[src/rtl/led_mode_sequencer.sv]
// 8-LED mode sequencer: a prescaled step tick drives COUNT/CHASE/BOUNCE patterns, and debounced buttons pick the mode or freeze stepping.
// Defining LED_MODE_BREATHE_EN adds the PWM BREATHE mode as mode 3.

module led_mode_sequencer #(
    parameter int TICK_DIV = 250000,
    parameter int DB_TICKS = 2
) (
    input  logic       i_clk,
    input  logic       i_rst,
    input  logic       i_btn_next,
    input  logic       i_btn_hold,
    output logic [7:0] o_led,
    output logic [1:0] o_mode,
    output logic       o_tick
);

    localparam int CW = (TICK_DIV < 2) ? 1 : $clog2(TICK_DIV);
    localparam int RW = (DB_TICKS < 2) ? 1 : $clog2(DB_TICKS);

    typedef enum logic [1:0] {
        M_COUNT   = 2'd0,
        M_CHASE   = 2'd1,
        M_BOUNCE  = 2'd2,
        M_BREATHE = 2'd3
    } mode_t;

    logic [CW-1:0] cnt;
    logic          tick_now;

    assign tick_now = (cnt == CW'(TICK_DIV - 1));

    always_ff @(posedge i_clk) begin
        if (i_rst) begin
            cnt    <= '0;
            o_tick <= 1'b0;
        end else begin
            o_tick <= tick_now;
            cnt    <= tick_now ? '0 : cnt + 1'b1;
        end
    end

    // Button conditioning: index 0 = next, index 1 = hold.
    logic [1:0] raw;
    logic [1:0] lvl;
    logic [1:0] accept;
    logic [1:0] synced;

    assign raw = {i_btn_hold, i_btn_next};

    for (genvar b = 0; b < 2; b++) begin : g_db
        logic [1:0]    sync;
        logic [RW-1:0] run;
        logic          level;

        assign synced[b] = sync[1];
        assign lvl[b]    = level;
        assign accept[b] = tick_now && (sync[1] != level) && (run == RW'(DB_TICKS - 1));

        always_ff @(posedge i_clk) begin
            if (i_rst) begin
                sync  <= '0;
                run   <= '0;
                level <= 1'b0;
            end else begin
                sync <= {sync[0], raw[b]};
                if (tick_now) begin
                    if (sync[1] == level) begin
                        run <= '0;
                    end else if (accept[b]) begin
                        level <= sync[1];
                        run   <= '0;
                    end else begin
                        run <= run + 1'b1;
                    end
                end
            end
        end
    end

    logic next_evt;
    logic hold;
    logic step;

    // next_evt lands on the tick edge that accepts the press, so it can collide with a step.
    assign next_evt = accept[0] && synced[0];
    assign hold     = lvl[1];
    assign step     = tick_now && !hold;

    mode_t      mode;
    logic [7:0] count;
    logic [7:0] onehot;
    logic       dir_left;
    logic [7:0] disp;

`ifdef LED_MODE_BREATHE_EN
    logic [7:0] duty;
    logic       duty_up;
    logic [7:0] pwm_cnt;

    always_ff @(posedge i_clk) begin
        if (i_rst) pwm_cnt <= '0;
        else       pwm_cnt <= pwm_cnt + 8'd1;
    end
`endif

    function automatic mode_t next_mode(input mode_t m);
        case (m)
            M_COUNT:  next_mode = M_CHASE;
            M_CHASE:  next_mode = M_BOUNCE;
`ifdef LED_MODE_BREATHE_EN
            M_BOUNCE: next_mode = M_BREATHE;
`endif
            default:  next_mode = M_COUNT;
        endcase
    endfunction

    always_comb begin
        disp = count;
        case (mode)
            M_CHASE, M_BOUNCE: disp = onehot;
`ifdef LED_MODE_BREATHE_EN
            M_BREATHE:         disp = {8{pwm_cnt < duty}};
`endif
            default:           disp = count;
        endcase
    end

    assign o_mode = mode;

    always_ff @(posedge i_clk) begin
        if (i_rst) begin
            mode     <= M_COUNT;
            count    <= '0;
            onehot   <= 8'h01;
            dir_left <= 1'b1;
            o_led    <= '0;
`ifdef LED_MODE_BREATHE_EN
            duty     <= '0;
            duty_up  <= 1'b1;
`endif
        end else begin
            o_led <= disp;
            if (next_evt) begin
                // Mode change wins over a coincident step.
                mode     <= next_mode(mode);
                count    <= '0;
                onehot   <= 8'h01;
                dir_left <= 1'b1;
`ifdef LED_MODE_BREATHE_EN
                duty     <= '0;
                duty_up  <= 1'b1;
`endif
            end else if (step) begin
                case (mode)
                    M_COUNT: count <= count + 8'd1;
                    M_CHASE: onehot <= {onehot[6:0], onehot[7]};
                    M_BOUNCE: begin
                        if (dir_left) begin
                            if (onehot[7]) begin
                                dir_left <= 1'b0;
                                onehot   <= 8'h40;
                            end else begin
                                onehot <= onehot << 1;
                            end
                        end else begin
                            if (onehot[0]) begin
                                dir_left <= 1'b1;
                                onehot   <= 8'h02;
                            end else begin
                                onehot <= onehot >> 1;
                            end
                        end
                    end
`ifdef LED_MODE_BREATHE_EN
                    M_BREATHE: begin
                        if (duty_up) begin
                            if (duty == 8'hFF) begin
                                duty_up <= 1'b0;
                                duty    <= 8'hFE;
                            end else begin
                                duty <= duty + 8'd1;
                            end
                        end else begin
                            if (duty == 8'h00) begin
                                duty_up <= 1'b1;
                                duty    <= 8'h01;
                            end else begin
                                duty <= duty - 8'd1;
                            end
                        end
                    end
`endif
                    default: ;
                endcase
            end
        end
    end

endmodule
[config.mk]
export PLATFORM = sky130hd
export DESIGN_NAME = led_mode_sequencer
export DESIGN_NICKNAME = d
export VERILOG_FILES = /design/src/rtl/led_mode_sequencer.sv
export SDC_FILE = /design/constraint.sdc
export NUM_CORES = 1
export LEC_CHECK = 0
export CAP_MARGIN = 10
export CORE_ASPECT_RATIO = 0.8
export CORE_MARGIN = 3
export CORE_UTILIZATION = 49
export DETAILED_ROUTE_END_ITERATION = 6
export PLACE_DENSITY_LB_ADDON = 0.3
export SYNTH_ARGS = -nofsm -noshare
export SYNTH_HDL_FRONTEND = slang
export SYNTH_SLANG_ARGS = --single-unit
[constraint.sdc]
create_clock -name i_clk -period 2.2 [get_ports i_clk]
set_input_delay 0.44 -clock i_clk [delete_from_list [all_inputs] [get_ports i_clk]]
set_output_delay 0.44 -clock i_clk [all_outputs]
set_load 0.01 [all_outputs]
==> metrics.md <==
| Metric | Value |
|---|---|
| Total grt overflow | 0 |
| Met3 wire len | 230 um |
| Setup Fix Bufs, Post-CTS | 0 |
| Number of synthesized flops with an enable pin | 0 |
| Synth Cell Area | 0.002623 sq mm |
| Peak supply drop | 401.2 uV |
| CP endpoint kind | register |
| Core Box Area | 0.005094 sq mm |
| Hold Violations, Final | 0 |
| Die X | 87.79 um |
| Vias post-DR | 2,186 |
| Normalized max-slew margin | 0.4811 |
| R2R Path End | dir_left |
| Hold_buf cts | 0 |
| Status | finished, final reports clean |
| Non-filler cells, final | 367 |
| Hold worst-path end | g_db[0].sync[1] |
| Max-cap violations | 0 |
| WL met2 | 2.347 mm |
| Core Util, Final | 0.5748 |
| Register area share after synthesis | 0.4122 |
| Mapped Avg Cell Area | 9.043 sq um |
| Setup violators final | 0 |
| WL/cell | 14.97 um |
| I/O pin count | 15 |
| Drt initial violations | 137 |
| HPWL Detailed | 3.872 mm |
| DR pass1 iterations | 4 |
| Clock tree buffer depth | 2 |
| Clock Latency Late Sink | 0.32 ns |
| Post-synthesis net count | 299 |
| Min-delay worst type | register to register |
| P_leak | 0.9914 nW |
| Reg clk slew, reported paths | 0.09 ns |
| Final Cycle Share | 0.8725 |
| Crit path max fanout | 12 |
| WP data arrival | 2.12 ns |
| H-Tree Depth | 2 |
| Crit path time final | 1.919 ns |
| Clock root cell | clkbuf_8 |
| ANT cells | 0 |
| FFs w/ async S/R, synth | 0 |
| Slowest-stage cell, CP | dfxtp_1 |
| RePlAce Congestion | 0.8075 |
| Post-CTS Resized | 0 |
| First-pass GRT wire length | 9.522 mm |
| CTS tree | done |
| Total Routed Length | 5.494 mm |
| Met1 wire length | 2.834 mm |
| Pwr per Cell Area | 581.8 mW/mm^2 |
| Cell internal pwr | 1.343 mW |
| Synthesis-stage register bit count | 54 |
| Largest net degree at the start of global routing | 24 |
| R2R depth | 5 |
| RSZ-0062 raised after global routing | no |
| Vias/cell | 5.956 |
| Least-Margin Pin Slew | 0.7779 ns |
| Dpl ws | 0.3126 ns |
| Crit Path Class | register to register |
| # fillers | 467 |
| Placed cell area | 0.002818 sq mm |
| Syn Inst Count | 290 |
| Highest routed layer | met4 |
| Layout net count | 313 |
| Comb power frac | 0.025 |
| Area of the die | 0.006271 sq mm |
| Vias in the first global route | 1,975 |
| Sink Count | 54 |
| Clk pwr share | 0.394 |
| Distinct cell type count after synthesis | 44 |
| CP required | 2.40 ns |
| WHS | 0.4507 ns |
| Post-DRT Antenna Nets | 0 |
| Antenna violations before repair | 0 |
| Slew Viols, Final | 0 |
| Cells after DPL | 359 |
| Layout cells sized above 1 | 0.1049 |
| Crit path cell chain | nor4b_4 > nand4b_2 > buf_4 > o41ai_1 > nand3b_1 |
| R2R setup slack | 0.28 ns |
| Switch share | 0.2118 |
| # rows | 23 |
| Synth warn | 0 |
| Top FF cell, synth | dfxtp_1 |
| DRC viols | 0 |
| Final Instance Area | 0.002928 sq mm |
| Share of power burned in registers | 0.581 |
| Slowest Stage Delay on Critical Path | 0.39 ns |
| Die H | 71.44 um |
| Clk_skew | 0.01318 ns |
| Initial Util | 0.5149 |
| Area grow syn2layout | 11.64% |
| Max Clk Rate | 521.0 MHz |
| Gr usage total | 0.1919 |
| HP Start | g_db[0].sync[0] |
| Net Sw Power | 360.7 uW |
| Total negative setup slack | 0 ns |
| Num CTS Buffers | 5 |
| Post-route setup slack | 0.2805 ns |
| WHS Path Cells | 1 |
| Worst Setup Start Kind | register |
| PortBufs | 14 |
| Final Power | 1.703 mW |
| Reg2reg start | cnt[9] |
## area by class of cell
cell class | instances | area (sq um) | share of cell area
Clock buffer | 6 | 72.57 | 0.02479
Multi-Input combinational cell | 215 | 1433 | 0.4893
Timing Repair Buffer | 23 | 207.7 | 0.07094
Inverter | 5 | 18.77 | 0.006410
Tap cell | 62 | 77.57 | 0.02650
Clock inverter | 2 | 37.54 | 0.01282
Sequential cell | 54 | 1081 | 0.3692
## power groups by stage
stage / sequential (mW) / clock, mW / combinational [mW]
2_1_floorplan: 1.01 / 0 / 0.0287
3_3_place_gp: 1.01 / 0 / 0.0419
3_5_place_dp: 1.01 / 0 / 0.0424
4_1_cts: 0.991 / 0.683 / 0.0425
5_1_grt: 0.992 / 0.722 / 0.0471
6_report: 0.990 / 0.671 / 0.0421
## layout by cell type, fill, tap and decap left out, types with 4 or more instances in the layout
master / instances
dfxtp_1: 54
a21oi_1: 24
nor2_1: 22
o21ai_0: 18
clkdlybuf4s50_1: 14
nand3_1: 13
nand2_1: 12
nand4_1: 11
mux2i_1: 10
nor2b_1: 10
buf_4: 9
and3_1: 7
or3_1: 7
xnor2_1: 7
o31ai_1: 6
nand2b_1: 6
nor3_1: 6
inv_1: 5
or4_1: 5
xor2_1: 5
ha_1: 5
clkbuf_8: 5
a21boi_0: 4
o211ai_1: 4
## cells in the mapped netlist (6+ instances only)
cell / n / area [sq um]
or3_1: 7 / 43.79
nor3_1: 6 / 30.03
xnor2_1: 7 / 61.31
and3_1: 7 / 43.79
dfxtp_1: 54 / 1081
o21ai_0: 18 / 90.09
nand2_1: 12 / 45.04
nand2b_1: 6 / 37.54
o31ai_1: 6 / 45.04
nand4_1: 11 / 68.82
mux2i_1: 10 / 100.1
clkbuf_1: 7 / 26.28
buf_2: 6 / 30.03
a21oi_1: 24 / 120.1
nor2_1: 22 / 82.58
nor2b_1: 10 / 62.56
nand3_1: 13 / 65.06
## worst max-delay path, delay by kind of cell, from the launching register on
| kind | cells | cell delay (ns) |
|---|---|---|
| AOI/OAI and AO/OA | 1 | 0.33 |
| buffers and inverters | 1 | 0.30 |
| and+or+nand+nor | 3 | 0.78 |
| DFF | 1 | 0.39 |
## sequential cells by signal (all words and copies together) (netlist names)
name,count
o_tick,1
g_db.level,2
o_led,8
count,8
g_db.sync,4
cnt,18
o_mode,2
g_db.run,2
onehot,8
dir_left,1
## per-layer routing
metal / GRT usage / vias up
met5: 0 / -
met4: 0.06814 / 0
met3: 0.04253 / 8
met2: 0.2751 / 49
met1: 0.2824 / 1039
li1: - / 1090
## worst max path at each step
stage	start	to	slack, ns	cells after the start
floorplan	o_mode[0]	onehot[0]	0.12	8
global placement	cnt[0]	onehot[6]	0.36	5
detailed placement	cnt[9]	dir_left	0.31	5
CTS	cnt[9]	dir_left	0.31	5
global route	cnt[9]	dir_left	0.05	5
finish	cnt[9]	dir_left	0.28	5
## cell families (layout without fill, tap and decap cells)
logic type / Yosys count / after routing / share of synthesized area
AOI/OAI and AO/OA: 66 / 66 / 0.1522
xor gates and xnor gates: 12 / 12 / 0.04008
adders and majority gates: 5 / 5 / 0.02385
buffers and inverters: 21 / 36 / 0.04151
DFF: 54 / 54 / 0.4122
muxes: 10 / 10 / 0.03817
and+or+nand+nor: 122 / 122 / 0.2920
Note: power is estimated with default switching activity, not from simulation.
